[config.mk]
export PLATFORM = sky130hd
export DESIGN_NAME = active_list_flat
export DESIGN_NICKNAME = d
export VERILOG_FILES = /design/src/rtl/active_list_if.sv /design/src/rtl/active_list.sv /design/src/flat_wrapper.sv
export SDC_FILE = /design/constraint.sdc
export NUM_CORES = 1
export LEC_CHECK = 0
export ABC_CLOCK_PERIOD_IN_PS = 3500
export CELL_PAD_IN_SITES_DETAIL_PLACEMENT = 0
export CELL_PAD_IN_SITES_GLOBAL_PLACEMENT = 2
export CORE_UTILIZATION = 43
export DETAILED_ROUTE_END_ITERATION = 7
export MAX_ROUTING_LAYER = met4
export PLACE_DENSITY_LB_ADDON = 0.1
export SETUP_SLACK_MARGIN = 0.2
export SKIP_CTS_REPAIR_TIMING = 1
export SYNTH_ARGS = -nofsm -noshare
export SYNTH_HDL_FRONTEND = slang
export SYNTH_SLANG_ARGS = --single-unit
[constraint.sdc]
create_clock -name clk -period 3.5 [get_ports clk]
set_input_delay 0.35 -clock clk [delete_from_list [all_inputs] [get_ports clk]]
set_output_delay 0.35 -clock clk [all_outputs]
set_load 0.02 [all_outputs]
[src/rtl/active_list_if.sv]
// Rename/writeback/commit bundle of the active list: allocation request,
// completion report, and the registered retire/free results.
interface active_list_if #(
  parameter int REG_ADDR_WIDTH  = 5,
  parameter int FREE_LIST_WIDTH = 3
);
  logic                       alloc_valid;
  logic                       alloc_ready;
  logic                       alloc_wb_reg;
  logic [REG_ADDR_WIDTH-1:0]  alloc_virtual_addr;
  logic [REG_ADDR_WIDTH-1:0]  alloc_physical_addr;
  logic [REG_ADDR_WIDTH-1:0]  alloc_old_physical_addr;
  logic [FREE_LIST_WIDTH-1:0] alloc_index;

  logic                       complete_valid;
  logic [FREE_LIST_WIDTH-1:0] complete_index;

  logic                       retire_valid;
  logic                       retire_wb_reg;
  logic [REG_ADDR_WIDTH-1:0]  retire_virtual_addr;
  logic [REG_ADDR_WIDTH-1:0]  retire_physical_addr;
  logic                       free_valid;
  logic [REG_ADDR_WIDTH-1:0]  free_physical_addr;

  modport master (
    output alloc_valid, alloc_wb_reg, alloc_virtual_addr, alloc_physical_addr,
           alloc_old_physical_addr, complete_valid, complete_index,
    input  alloc_ready, alloc_index, retire_valid, retire_wb_reg,
           retire_virtual_addr, retire_physical_addr, free_valid, free_physical_addr
  );

  modport slave (
    input  alloc_valid, alloc_wb_reg, alloc_virtual_addr, alloc_physical_addr,
           alloc_old_physical_addr, complete_valid, complete_index,
    output alloc_ready, alloc_index, retire_valid, retire_wb_reg,
           retire_virtual_addr, retire_physical_addr, free_valid, free_physical_addr
  );
endinterface

[src/rtl/active_list.sv]
// In-order commit buffer: entries allocated at rename, marked done at writeback,
// retired one per cycle from the head with mapping publish and old-register free.
module active_list #(
  parameter int REG_ADDR_WIDTH  = 5,
  parameter int FREE_LIST_WIDTH = 3
) (
  input  logic                     clk,
  input  logic                     rst_n,
  input  logic                     flush,
  input  logic                     stall,
  active_list_if.slave             bus,
  output logic [FREE_LIST_WIDTH:0] count,
  output logic                     empty
);
  localparam int DEPTH = 1 << FREE_LIST_WIDTH;

  logic [FREE_LIST_WIDTH-1:0] head_reg, tail_reg;
  logic [FREE_LIST_WIDTH:0]   count_reg, count_next;
  logic [DEPTH-1:0]           valid_reg, valid_next;
  logic [DEPTH-1:0]           done_reg, done_next;

  logic                       wb_mem   [DEPTH];
  logic [REG_ADDR_WIDTH-1:0]  virt_mem [DEPTH];
  logic [REG_ADDR_WIDTH-1:0]  phys_mem [DEPTH];
  logic [REG_ADDR_WIDTH-1:0]  old_mem  [DEPTH];

  logic                       retire_valid_reg, retire_wb_reg_reg, free_valid_reg;
  logic [REG_ADDR_WIDTH-1:0]  retire_virt_reg, retire_phys_reg, free_phys_reg;

  logic alloc_ready, alloc_fire, retire_fire;

  assign alloc_ready = (count_reg != (FREE_LIST_WIDTH + 1)'(DEPTH));
  assign alloc_fire  = bus.alloc_valid && alloc_ready;
  assign retire_fire = !stall && valid_reg[head_reg] && done_reg[head_reg];

  // Flush overrides everything; allocation beats a same-cycle completion of the tail.
  generate
    for (genvar gi = 0; gi < DEPTH; gi++) begin : g_entry
      logic alloc_hit, retire_hit, complete_hit;
      assign alloc_hit    = alloc_fire  && (tail_reg == FREE_LIST_WIDTH'(gi));
      assign retire_hit   = retire_fire && (head_reg == FREE_LIST_WIDTH'(gi));
      assign complete_hit = bus.complete_valid && valid_reg[gi] &&
                            (bus.complete_index == FREE_LIST_WIDTH'(gi));
      assign valid_next[gi] = flush      ? 1'b0 :
                              alloc_hit  ? 1'b1 :
                              retire_hit ? 1'b0 : valid_reg[gi];
      assign done_next[gi]  = flush        ? 1'b0 :
                              alloc_hit    ? 1'b0 :
                              retire_hit   ? 1'b0 :
                              complete_hit ? 1'b1 : done_reg[gi];
    end
  endgenerate

  always_comb begin
    count_next = count_reg;
    if (flush)
      count_next = '0;
    else if (alloc_fire && !retire_fire)
      count_next = count_reg + 1'b1;
    else if (!alloc_fire && retire_fire)
      count_next = count_reg - 1'b1;
  end

  always_ff @(posedge clk or negedge rst_n) begin
    if (!rst_n) begin
      head_reg  <= '0;
      tail_reg  <= '0;
      count_reg <= '0;
      valid_reg <= '0;
      done_reg  <= '0;
    end else begin
      valid_reg <= valid_next;
      done_reg  <= done_next;
      count_reg <= count_next;
      if (flush) begin
        head_reg <= '0;
        tail_reg <= '0;
      end else begin
        if (alloc_fire)  tail_reg <= tail_reg + 1'b1;
        if (retire_fire) head_reg <= head_reg + 1'b1;
      end
    end
  end

  // Payload storage carries no reset; the valid bits alone define occupancy.
  always_ff @(posedge clk) begin
    if (alloc_fire && !flush) begin
      wb_mem[tail_reg]   <= bus.alloc_wb_reg;
      virt_mem[tail_reg] <= bus.alloc_virtual_addr;
      phys_mem[tail_reg] <= bus.alloc_physical_addr;
      old_mem[tail_reg]  <= bus.alloc_old_physical_addr;
    end
  end

  always_ff @(posedge clk or negedge rst_n) begin
    if (!rst_n) begin
      retire_valid_reg  <= 1'b0;
      retire_wb_reg_reg <= 1'b0;
      retire_virt_reg   <= '0;
      retire_phys_reg   <= '0;
      free_valid_reg    <= 1'b0;
      free_phys_reg     <= '0;
    end else if (flush) begin
      retire_valid_reg <= 1'b0;
      free_valid_reg   <= 1'b0;
    end else if (retire_fire) begin
      retire_valid_reg  <= 1'b1;
      retire_wb_reg_reg <= wb_mem[head_reg];
      retire_virt_reg   <= virt_mem[head_reg];
      retire_phys_reg   <= phys_mem[head_reg];
      free_valid_reg    <= wb_mem[head_reg];
      free_phys_reg     <= wb_mem[head_reg] ? old_mem[head_reg] : '0;
    end else begin
      retire_valid_reg <= 1'b0;
      free_valid_reg   <= 1'b0;
    end
  end

  assign bus.alloc_ready          = alloc_ready;
  assign bus.alloc_index          = tail_reg;
  assign bus.retire_valid         = retire_valid_reg;
  assign bus.retire_wb_reg        = retire_wb_reg_reg;
  assign bus.retire_virtual_addr  = retire_virt_reg;
  assign bus.retire_physical_addr = retire_phys_reg;
  assign bus.free_valid           = free_valid_reg;
  assign bus.free_physical_addr   = free_phys_reg;
  assign count                    = count_reg;
  assign empty                    = (count_reg == '0);
endmodule
[src/flat_wrapper.sv]
// flat-port wrapper written by rule: the top's interface ports become plain ports
module active_list_flat 
#(
  parameter int REG_ADDR_WIDTH  = 5,
  parameter int FREE_LIST_WIDTH = 3
)
  (clk, rst_n, flush, stall, count, empty, bus_alloc_valid, bus_alloc_wb_reg, bus_alloc_virtual_addr, bus_alloc_physical_addr, bus_alloc_old_physical_addr, bus_complete_valid, bus_complete_index, bus_alloc_ready, bus_alloc_index, bus_retire_valid, bus_retire_wb_reg, bus_retire_virtual_addr, bus_retire_physical_addr, bus_free_valid, bus_free_physical_addr);
  active_list_if #(.REG_ADDR_WIDTH(REG_ADDR_WIDTH), .FREE_LIST_WIDTH(FREE_LIST_WIDTH)) bus_i ();
  input  logic clk;
  input  logic rst_n;
  input  logic flush;
  input  logic stall;
  output logic [FREE_LIST_WIDTH:0] count;
  output logic empty;
  input wire logic [$bits(bus_i.alloc_valid)-1:0] bus_alloc_valid;
  input wire logic [$bits(bus_i.alloc_wb_reg)-1:0] bus_alloc_wb_reg;
  input wire logic [$bits(bus_i.alloc_virtual_addr)-1:0] bus_alloc_virtual_addr;
  input wire logic [$bits(bus_i.alloc_physical_addr)-1:0] bus_alloc_physical_addr;
  input wire logic [$bits(bus_i.alloc_old_physical_addr)-1:0] bus_alloc_old_physical_addr;
  input wire logic [$bits(bus_i.complete_valid)-1:0] bus_complete_valid;
  input wire logic [$bits(bus_i.complete_index)-1:0] bus_complete_index;
  output wire logic [$bits(bus_i.alloc_ready)-1:0] bus_alloc_ready;
  output wire logic [$bits(bus_i.alloc_index)-1:0] bus_alloc_index;
  output wire logic [$bits(bus_i.retire_valid)-1:0] bus_retire_valid;
  output wire logic [$bits(bus_i.retire_wb_reg)-1:0] bus_retire_wb_reg;
  output wire logic [$bits(bus_i.retire_virtual_addr)-1:0] bus_retire_virtual_addr;
  output wire logic [$bits(bus_i.retire_physical_addr)-1:0] bus_retire_physical_addr;
  output wire logic [$bits(bus_i.free_valid)-1:0] bus_free_valid;
  output wire logic [$bits(bus_i.free_physical_addr)-1:0] bus_free_physical_addr;
  assign bus_i.alloc_valid = bus_alloc_valid;
  assign bus_i.alloc_wb_reg = bus_alloc_wb_reg;
  assign bus_i.alloc_virtual_addr = bus_alloc_virtual_addr;
  assign bus_i.alloc_physical_addr = bus_alloc_physical_addr;
  assign bus_i.alloc_old_physical_addr = bus_alloc_old_physical_addr;
  assign bus_i.complete_valid = bus_complete_valid;
  assign bus_i.complete_index = bus_complete_index;
  assign bus_alloc_ready = bus_i.alloc_ready;
  assign bus_alloc_index = bus_i.alloc_index;
  assign bus_retire_valid = bus_i.retire_valid;
  assign bus_retire_wb_reg = bus_i.retire_wb_reg;
  assign bus_retire_virtual_addr = bus_i.retire_virtual_addr;
  assign bus_retire_physical_addr = bus_i.retire_physical_addr;
  assign bus_free_valid = bus_i.free_valid;
  assign bus_free_physical_addr = bus_i.free_physical_addr;
  active_list #(.REG_ADDR_WIDTH(REG_ADDR_WIDTH), .FREE_LIST_WIDTH(FREE_LIST_WIDTH)) u_core (.clk(clk), .rst_n(rst_n), .flush(flush), .stall(stall), .bus(bus_i), .count(count), .empty(empty));
endmodule
==> run metrics, run 1 <==
status completed; Max FO, Critical Path 14; Num CTS Buffers 17; num rows 46; worst path cell trace inv_2 -> mux4_2 -> o2bb2ai_2 -> nand2b_1 -> inv_1 -> fa_1 -> or4_1 -> o311ai_0; VDD IR-drop max 0.000333 V; highest metal used met4; Max Cap Viol 0; Yosys warnings 0; Pre-antenna DRT Iters 4; WL met1 6820 um; Mapped Area 7150 um2; period utilization 80.5%; Reg-to-Reg End u_core.count[1]$_DFFE_PN0P_; number of flops mapped to enable cells by yosys 128; RR Startpoint u_core.head_reg[1]$_DFFE_PN0P_; Cell variety after synth 45; number of global-route vias before repair 4,071; slew margin rel. 62.3%; Placer Congestion 0.758; Initial Utilization 44.5%; share of post-route cells with drive strength above 1 18.5%; # IOs 52; #FFs+latches synth 172; met3 WL post-DR 527 um; final setup violation count 0; met2 wire length 8050 um; critical setup path kind reg2reg; Vias/cell 5.42; clk sinks 172; crit path max-delay cell type mux4_2; Iter 0 DRT Violations 233; Reg clk slew, reported paths 0.06 ns; critical path's largest stage delay 0.60 ns; RSZ-0062 raised after global routing false; Avg Cell Area, Syn 16.2 um2; r2r setup slk 0.68 ns; Mapped Nets 481; Async SR Flop Fraction 25.6%; fin crit period 2.82 ns; Synth-to-Final Area Change 19.7%; Worst setup EP type flip-flop; Synth area leader edfxtp_1; post-layout util 53.3%; Worst Hold Class in2async; Detail Placement HPWL 9520 um; via count 4,002; worst-skew pair later-pin latency 0.42 ns; drt drc 0; final count of hold timing violations 0; Critical Path AT 3.13 ns; Total Nets Final 550; Least-Margin Pin Slew 0.565 ns; area fraction of the dominant cell type after synthesis 53.8%; synth cell count leaders edfxtp_1, nand2_1, dfrtp_1; die area 17,100 um2; Total Routed Length 15,500 um; DR WL/cell 21.0 um; worst path required time 3.81 ns; setup ws final 0.684 ns; ANT cells 0; DRT antenna net count 0; pwr/cell area 527 nW/um2; leak pwr 3.06 nW; CTS Root Buffer Type clkbuf_16; Overflow after GRT 0; Slew Viols, Final 0; crit path launch type flip-flop; post-synthesis sequential area ratio 69.2%; H-tree depth 4; Chip Width 131 um; setup TNS 0 ns; Top delay family on crit path simple AND/OR/NAND/NOR gates; Place WS 0.671 ns; final instance area 8560 um2; Worst Skew 0.00640 ns; count leader, synth edfxtp_1; Top Registers u_core.old_mem x40, u_core.phys_mem x40, u_core.virt_mem x40; TritonCTS clock tree built; largest net degree at the start of global routing 30; worst reg-to-reg path cell count 8; Core ar. 16,100 um2; Fmax 355 MHz; die height 131 um; ys flop type edfxtp_1; input/output buffers 51; Longest Clk Path Bufs 2; Hold WS 0.422 ns; GR Util All Layers 20.6%; top cells by area, synth edfxtp_1, dfrtp_1, mux4_2; initial antenna violation count 0; Post-Syn Instances 441; Worst Path Buf+Inv 2; global-route wire length before repair 23,900 um; DP Area 7960 um2
## worst max-delay path by stage
stage          slack, ns                           start  cells after the start                              to
3_3_place_gp        0.74  u_core.head_reg[1]$_DFFE_PN0P_                      8     u_core.count[1]$_DFFE_PN0P_
5_1_grt             0.53  u_core.head_reg[1]$_DFFE_PN0P_                      8     u_core.count[1]$_DFFE_PN0P_
4_1_cts             0.66  u_core.head_reg[1]$_DFFE_PN0P_                      8     u_core.count[1]$_DFFE_PN0P_
3_5_place_dp        0.67  u_core.head_reg[1]$_DFFE_PN0P_                      8     u_core.count[1]$_DFFE_PN0P_
6_report            0.68  u_core.head_reg[1]$_DFFE_PN0P_                      8     u_core.count[1]$_DFFE_PN0P_
2_1_floorplan       0.30     u_core.count[3]$_DFFE_PN0P_                      6  u_core.old_mem[4][0]$_DFFE_PP_
## logic make-up after synthesis
group | Yosys count | share of synthesized area (%)
compound gates | 65 | 6.00
xor+xnor | 4 | 0.682
fa+ha+maj | 15 | 2.73
buf+inv | 31 | 2.19
flops | 172 | 69.2
mux | 41 | 12.0
simple gates | 113 | 7.21
## where the power goes
group / leakage [nW] / total, mW / internal [mW] / switching [mW]
registers: 1.76 / 2.30 / 2.26 / 0.0415
clock network: 0.276 / 1.86 / 1.06 / 0.797
logic: 1.02 / 0.353 / 0.152 / 0.201
## per-stage QoR
step | total power, mW | std cells
3_3_place_gp | 2.69 | 706
6_report | 4.51 | 739
2_1_floorplan | 2.52 | 441
3_5_place_dp | 2.70 | 706
4_1_cts | 4.56 | 738
5_1_grt | 4.68 | 739
## worst reg2reg max path, cell delays in order (launching register included)
cell       delay (ns)
dfrtp_1          0.38
inv_2            0.25
mux4_2           0.60
o2bb2ai_2        0.15
nand2b_1         0.18
inv_1            0.09
fa_1             0.42
or4_1            0.52
o311ai_0         0.11
## metal layers
metal  vias to the layer above  track usage [%]
li1                       1845                -
met1                      2078             25.3
met2                        68             34.3
met3                        11             4.48
met4                         0             6.09
met5                         -                -
## final cells by class
cell class	count	area, um2
Clock buffer	18	429
Sequential cell	172	4950
Inverter	10	37.5
Clock inverter	14	159
Fill cell	1340	7500
Tap cell	216	270
Timing Repair Buffer	71	658
Multi-Input combinational cell	238	2060
## placed cells by master, fill, tap and decap left out, types with 14 or more instances in the layout
cell type / Yosys / routed
mux4_2: 34 / 34
clkdlybuf4s50_1: 0 / 50
a31oi_1: 18 / 18
clkbuf_16: 0 / 17
edfxtp_1: 128 / 128
nand2_1: 54 / 54
buf_4: 2 / 19
dfrtp_1: 44 / 43
ha_1: 14 / 14
a21oi_1: 29 / 29
nor2_1: 21 / 21
Note: power is estimated with default switching activity, not from simulation.
==> inputs of run 2 (changes only) <==
--- a/config.mk
+++ b/config.mk
@@ -5,10 +5,10 @@
 export SDC_FILE = /design/constraint.sdc
 export NUM_CORES = 1
 export LEC_CHECK = 0
-export ABC_CLOCK_PERIOD_IN_PS = 3500
+export ABC_CLOCK_PERIOD_IN_PS = 2360
 export CELL_PAD_IN_SITES_DETAIL_PLACEMENT = 0
 export CELL_PAD_IN_SITES_GLOBAL_PLACEMENT = 2
-export CORE_UTILIZATION = 43
+export CORE_UTILIZATION = 39
 export DETAILED_ROUTE_END_ITERATION = 7
 export MAX_ROUTING_LAYER = met4
 export PLACE_DENSITY_LB_ADDON = 0.1
==> constraint.sdc (replaced) <==
create_clock -name clk -period 2.36 [get_ports clk]
set_input_delay 0.236 -clock clk [delete_from_list [all_inputs] [get_ports clk]]
set_output_delay 0.236 -clock clk [all_outputs]
set_load 0.02 [all_outputs]
==> run metrics, run 2 (synthesis results as in run 1) <==
status complete, but fails checks; failing checks DRC, setup timing; largest net degree at the start of global routing 36 (+20%); cell-internal power 5.22 mW (+50%); via count 4,158 (+3.9%); die area 18,900 um2 (+10%); Reg clk slew, reported paths 0.07 ns (about the same); global-route wire length before repair 25,100 um (+4.8%); RSZ-0062 raised after global routing true; DRT antenna net count 0 (unchanged); worst-skew pair later-pin latency 0.42 ns (about the same); Fmax 412 MHz (+16%); setup ws final -0.0654 ns (-0.749 ns); Chip Width 137 um (+4.9%); VDD IR-drop max 0.000547 V (+64%); met1 Usage GRT 24.2% (-1.1 points); most used routing layer met2; post-layout util 50.7% (-2.6 points); Finished Layout Cells 789 (+6.8%); period utilization 103% (+22 points); sequential share of power 49.8% (-1.1 points); Synth-to-Final Area Change 27.4%; Max Cap Viol 0 (unchanged); Max FO, Critical Path 3 (-11); met2 usage 32.0% (-2.3 points); Clk pwr share 40.8% (-0.5 points); Inst Count DP 746 (+5.7%); input/output buffers 51 (unchanged); Hold WS 0.354 ns (-0.0679 ns); CTS Root Buffer Type clkbuf_16; GR Util All Layers 19.4% (-1.2 points); Detail Placement HPWL 10,300 um (+7.9%); final setup violation count 3 (+3); Net Switching 1.59 mW (+53%); TritonCTS clock tree built; Slew Viols, Final 0 (unchanged); Worst Skew 0.00929 ns (+0.00289 ns); pwr/cell area 748 nW/um2 (+42%); H-tree depth 4 (unchanged); fin crit period 2.43 ns (-0.391 ns); GRT met3 Usage 4.12% (-0.36 points); setup TNS -0.149 ns (-0.149 ns); number of global-route vias before repair 4,300 (+5.6%); Longest Clk Path Bufs 2 (unchanged); Num CTS Buffers 17 (unchanged); Least-Margin Pin Slew 0.611 ns (+0.0457 ns); Worst Hold Class in2async; critical setup path kind reg2reg; Core ar. 18,000 um2 (+12%); clk sinks 172 (unchanged); most common cell after layout, fill and taps aside edfxtp_1; Total Nets Final 586 (+6.5%); Pre-antenna DRT Iters 6 (+2); worst path required time 2.67 ns (-1.14 ns); DP Area 8330 um2 (+4.6%); slew margin rel. 59.3% (-3.0 points); final count of hold timing violations 0 (unchanged); Top Registers u_core.old_mem x40, u_core.phys_mem x40, u_core.virt_mem x40; Placer Congestion 0.773 (+2.0%); die height 137 um (+4.9%); Sw Share 23.4% (+0.35 points); drt drc 2 (+2); share of post-route cells with drive strength above 1 27.7% (+9.2 points); Initial Utilization 39.8% (-4.7 points); DR WL/cell 20.9 um (-0.55%); part of the power in combinational logic 9.4% (+1.6 points); leak pwr 3.30 nW (+7.8%); Worst setup EP type flip-flop; initial antenna violation count 1 (+1); num rows 49 (+6.5%); Iter 0 DRT Violations 215 (-7.7%); # IOs 52 (unchanged); Overflow after GRT 0 (unchanged); Critical Path AT 2.73 ns (-0.40 ns); Final Power 6.81 mW (+51%); most frequent cells in the layout edfxtp_1, nand2_1, clkdlybuf4s50_1; Total Routed Length 16,500 um (+6.2%); crit path launch type flip-flop; Place WS -0.0959 ns (-0.767 ns); final instance area 9110 um2 (+6.4%); Vias/cell 5.27 (-2.7%)
==> run 2: cell type report <==
cell class / instances / area (um2)
multi-input combinational: 238 / 2170
clock inverter: 14 / 160
sequential: 172 / 4950
clock buffer: 18 / 429
fill: 1520 / 8850
antenna: 1 / 2.50
tap: 229 / 287
inverter: 10 / 40.0
timing repair buffer: 107 / 1070
==> run 2: power by group through the flow <==
stage / clock, mW / combinational, mW / sequential (mW)
after floorplan: 0 / 0.267 / 3.50
after CTS: 2.86 / 0.633 / 3.40
after global routing: 2.98 / 0.700 / 3.40
after detailed placement: 0 / 0.631 / 3.46
final: 2.78 / 0.637 / 3.39
after global placement: 0 / 0.623 / 3.46
==> run 2: path summary, 6_finish.rpt <==
| check | slack (ns) | cells after the start | endpoint | from |
|---|---|---|---|---|
| worst max-delay path | -0.07 | 9 | u_core.count[2]$_DFFE_PN0P_ | u_core.head_reg[1]$_DFFE_PN0P_ |
| worst min-delay path | 0.35 | 2 | u_core.bus.alloc_index[1]$_DFFE_PN0P_ | rst_n |
| worst max register to register | -0.07 | 9 | u_core.count[2]$_DFFE_PN0P_ | u_core.head_reg[1]$_DFFE_PN0P_ |
| worst min register to register | 0.52 | 1 | u_core.bus.free_physical_addr[0]$_DFFE_PN0P_ | u_core.bus.free_physical_addr[0]$_DFFE_PN0P_ |
| max in group asynchronous | 1.44 | 3 | u_core.head_reg[0]$_DFFE_PN0P_ | rst_n |
| min in group clk | 0.52 | 1 | u_core.bus.free_physical_addr[0]$_DFFE_PN0P_ | u_core.bus.free_physical_addr[0]$_DFFE_PN0P_ |
==> run 2: worst max-delay path, cell delays in order (launching register included) <==
cell and delay (ns):
dfrtp_2 0.42, inv_4 0.07, mux4_2 0.53, o2bb2ai_4 0.15, nand2b_4 0.15, inv_2 0.04, fa_2 0.36, xor2_2 0.16
nor4_1 0.07, a2111o_1 0.35
==> run 2: metal layers <==
layer	part of all wire, %	vias up
met5	0	-
met2	51	76
met3	3.3	17
met1	45	2158
li1	-	1907
met4	1.1	0
==> inputs of run 3 (changes only) <==
--- a/config.mk
+++ b/config.mk
@@ -8,8 +8,10 @@
 export ABC_CLOCK_PERIOD_IN_PS = 2360
 export CELL_PAD_IN_SITES_DETAIL_PLACEMENT = 0
 export CELL_PAD_IN_SITES_GLOBAL_PLACEMENT = 2
+export CORE_MARGIN = 2
 export CORE_UTILIZATION = 39
 export DETAILED_ROUTE_END_ITERATION = 7
+export GPL_ROUTABILITY_DRIVEN = 0
 export MAX_ROUTING_LAYER = met4
 export PLACE_DENSITY_LB_ADDON = 0.1
 export SETUP_SLACK_MARGIN = 0.2
==> run metrics, run 3 (synthesis results as in run 1) <==
Core ar. 18,000 um2 (unchanged); Vias/cell 5.30 (+0.60%); RSZ-0062 raised after global routing true; final count of hold timing violations 0 (unchanged); GR Util All Layers 17.9% (-1.5 points); share of post-route cells with drive strength above 1 26.8% (-0.96 points); Slew Viols, Final 0 (unchanged); die height 139 um (+1.5%); TritonCTS clock tree built; Max FO, Critical Path 3 (unchanged); Total Nets Final 580 (-1.0%); met3 WL post-DR 704 um (+28%); failing checks setup timing; Critical Path AT 2.73 ns (about the same); Worst setup EP type flip-flop; Least-Margin Pin Slew 0.642 ns (+0.0316 ns); Longest Clk Path Bufs 2 (unchanged); DR WL/cell 20.8 um (-0.51%); die area 19,400 um2 (+2.9%); CTS Root Buffer Type clkbuf_16; Worst Hold Class in2async; Reg-to-Reg End u_core.count[2]$_DFFE_PN0P_; WL met1 7170 um (-2.8%); num rows 49 (unchanged); Overflow after GRT 0 (unchanged); Max Cap Viol 0 (unchanged); Pre-antenna DRT Iters 5 (-1); largest net degree at the start of global routing 45 (+25%); fin crit period 2.43 ns (+0.00724 ns); input/output buffers 51 (unchanged); clk sinks 172 (unchanged); most frequent cells in the layout edfxtp_1, nand2_1, clkdlybuf4s50_1; ANT cells 0 (-1); Synth-to-Final Area Change 25.2%; VDD IR-drop max 0.000492 V (-10%); Reg clk slew, reported paths 0.07 ns (about the same); RR Startpoint u_core.head_reg[1]$_DFFE_PN0P_; number of global-route vias before repair 4,271 (-0.67%); Finished Layout Cells 782 (-0.89%); final setup violation count 8 (+5); Total Routed Length 16,200 um (-1.4%); Chip Width 139 um (+1.5%); highest metal used met4; period utilization 103% (+0.31 points); pwr/cell area 757 nW/um2 (+1.2%); worst path required time 2.65 ns (-0.02 ns); Initial Utilization 39.8% (unchanged); slew margin rel. 57.2% (-2.1 points); Hold WS 0.465 ns (+0.111 ns); via count 4,146 (-0.29%); Layout fillers 1,525 (+0.33%); global-route wire length before repair 25,100 um (about the same); critical setup path kind reg2reg; Num CTS Buffers 17 (unchanged); r2r setup slk -0.07 ns (about the same); H-tree depth 4 (unchanged); Detail Placement HPWL 10,300 um (+0.34%); setup ws final -0.0726 ns (-0.00724 ns); DRT antenna net count 0 (unchanged); status complete, but fails checks; drt drc 0 (-2); crit path launch type flip-flop; Iter 0 DRT Violations 205 (-4.7%); Final Power 6.78 mW (-0.49%); Top Registers u_core.old_mem x40, u_core.phys_mem x40, u_core.virt_mem x40; Worst Skew 0.00848 ns (-0.000810 ns); # IOs 52 (unchanged); worst-skew pair later-pin latency 0.41 ns (about the same); Inst Count DP 748 (+0.27%); most common cell after layout, fill and taps aside edfxtp_1; worst reg-to-reg path cell count 9 (unchanged); met2 wire length 8190 um (-2.2%); initial antenna violation count 0 (-1); leak pwr 3.24 nW (-1.6%); Fmax 411 MHz (-0.30%)
-- run 3: per-stage QoR --
stage / utilization (%) / TNS, ns / setup slack [ns] / cell area, um2
after global placement: 46.2 / -0.124 / -0.0800 / 8310
after detailed placement: 46.2 / -0.207 / -0.109 / 8310
after floorplan: - / -0.520 / -0.205 / 7240
after CTS: 49.5 / -0.239 / -0.122 / 8900
final: 49.9 / -0.232 / -0.0726 / 8950
after global routing: 49.9 / -1.76 / -0.178 / 8950
-- run 3: worst max-delay path, stage by stage, from the launching register on --
cell,delay [ns]
dfrtp_2,0.42
inv_4,0.07
mux4_2,0.54
o2bb2ai_4,0.18
nand2b_4,0.16
inv_2,0.04
fa_2,0.34
xor2_2,0.16
nor4_1,0.07
a2111o_1,0.34
-- run 3: routing by layer --
metal  up-vias  track usage [%]
li1       1899                -
met1      2148             23.8
met2        84             28.8
met3        15             2.75
met4         0             4.89
met5         -                -
-- run 3: power breakdown --
group	total [mW]	switching, mW	internal, mW	leakage (nW)
Clock	2.75	1.16	1.59	0.286
Sequential	3.40	0.0483	3.35	1.76
Combinational	0.631	0.349	0.282	1.20
Total	6.78	1.56	5.22	3.24
-- run 3: how the worst max path moves through the flow --
stage	slack, ns	start	to
detailed placement	-0.11	u_core.head_reg[1]$_DFFE_PN0P_	u_core.count[2]$_DFFE_PN0P_
global route	-0.18	u_core.head_reg[1]$_DFFE_PN0P_	u_core.count[2]$_DFFE_PN0P_
CTS	-0.12	u_core.head_reg[1]$_DFFE_PN0P_	u_core.count[2]$_DFFE_PN0P_
finish	-0.07	u_core.head_reg[1]$_DFFE_PN0P_	u_core.count[2]$_DFFE_PN0P_
floorplan	-0.21	u_core.head_reg[1]$_DFFE_PN0P_	u_core.count[1]$_DFFE_PN0P_
global placement	-0.08	u_core.head_reg[1]$_DFFE_PN0P_	u_core.count[2]$_DFFE_PN0P_
-- run 3: cell type report --
| type | instances | area, um2 | share of cell area [%] |
|---|---|---|---|
| clock buffers | 19 | 433 | 4.83 |
| flip-flops and latches | 172 | 4950 | 55.3 |
| well taps | 229 | 287 | 3.20 |
| repair buffers | 101 | 938 | 10.5 |
| multi-input cells | 238 | 2150 | 24.0 |
| clock inverters | 13 | 156 | 1.75 |
| inverters | 10 | 40.0 | 0.447 |
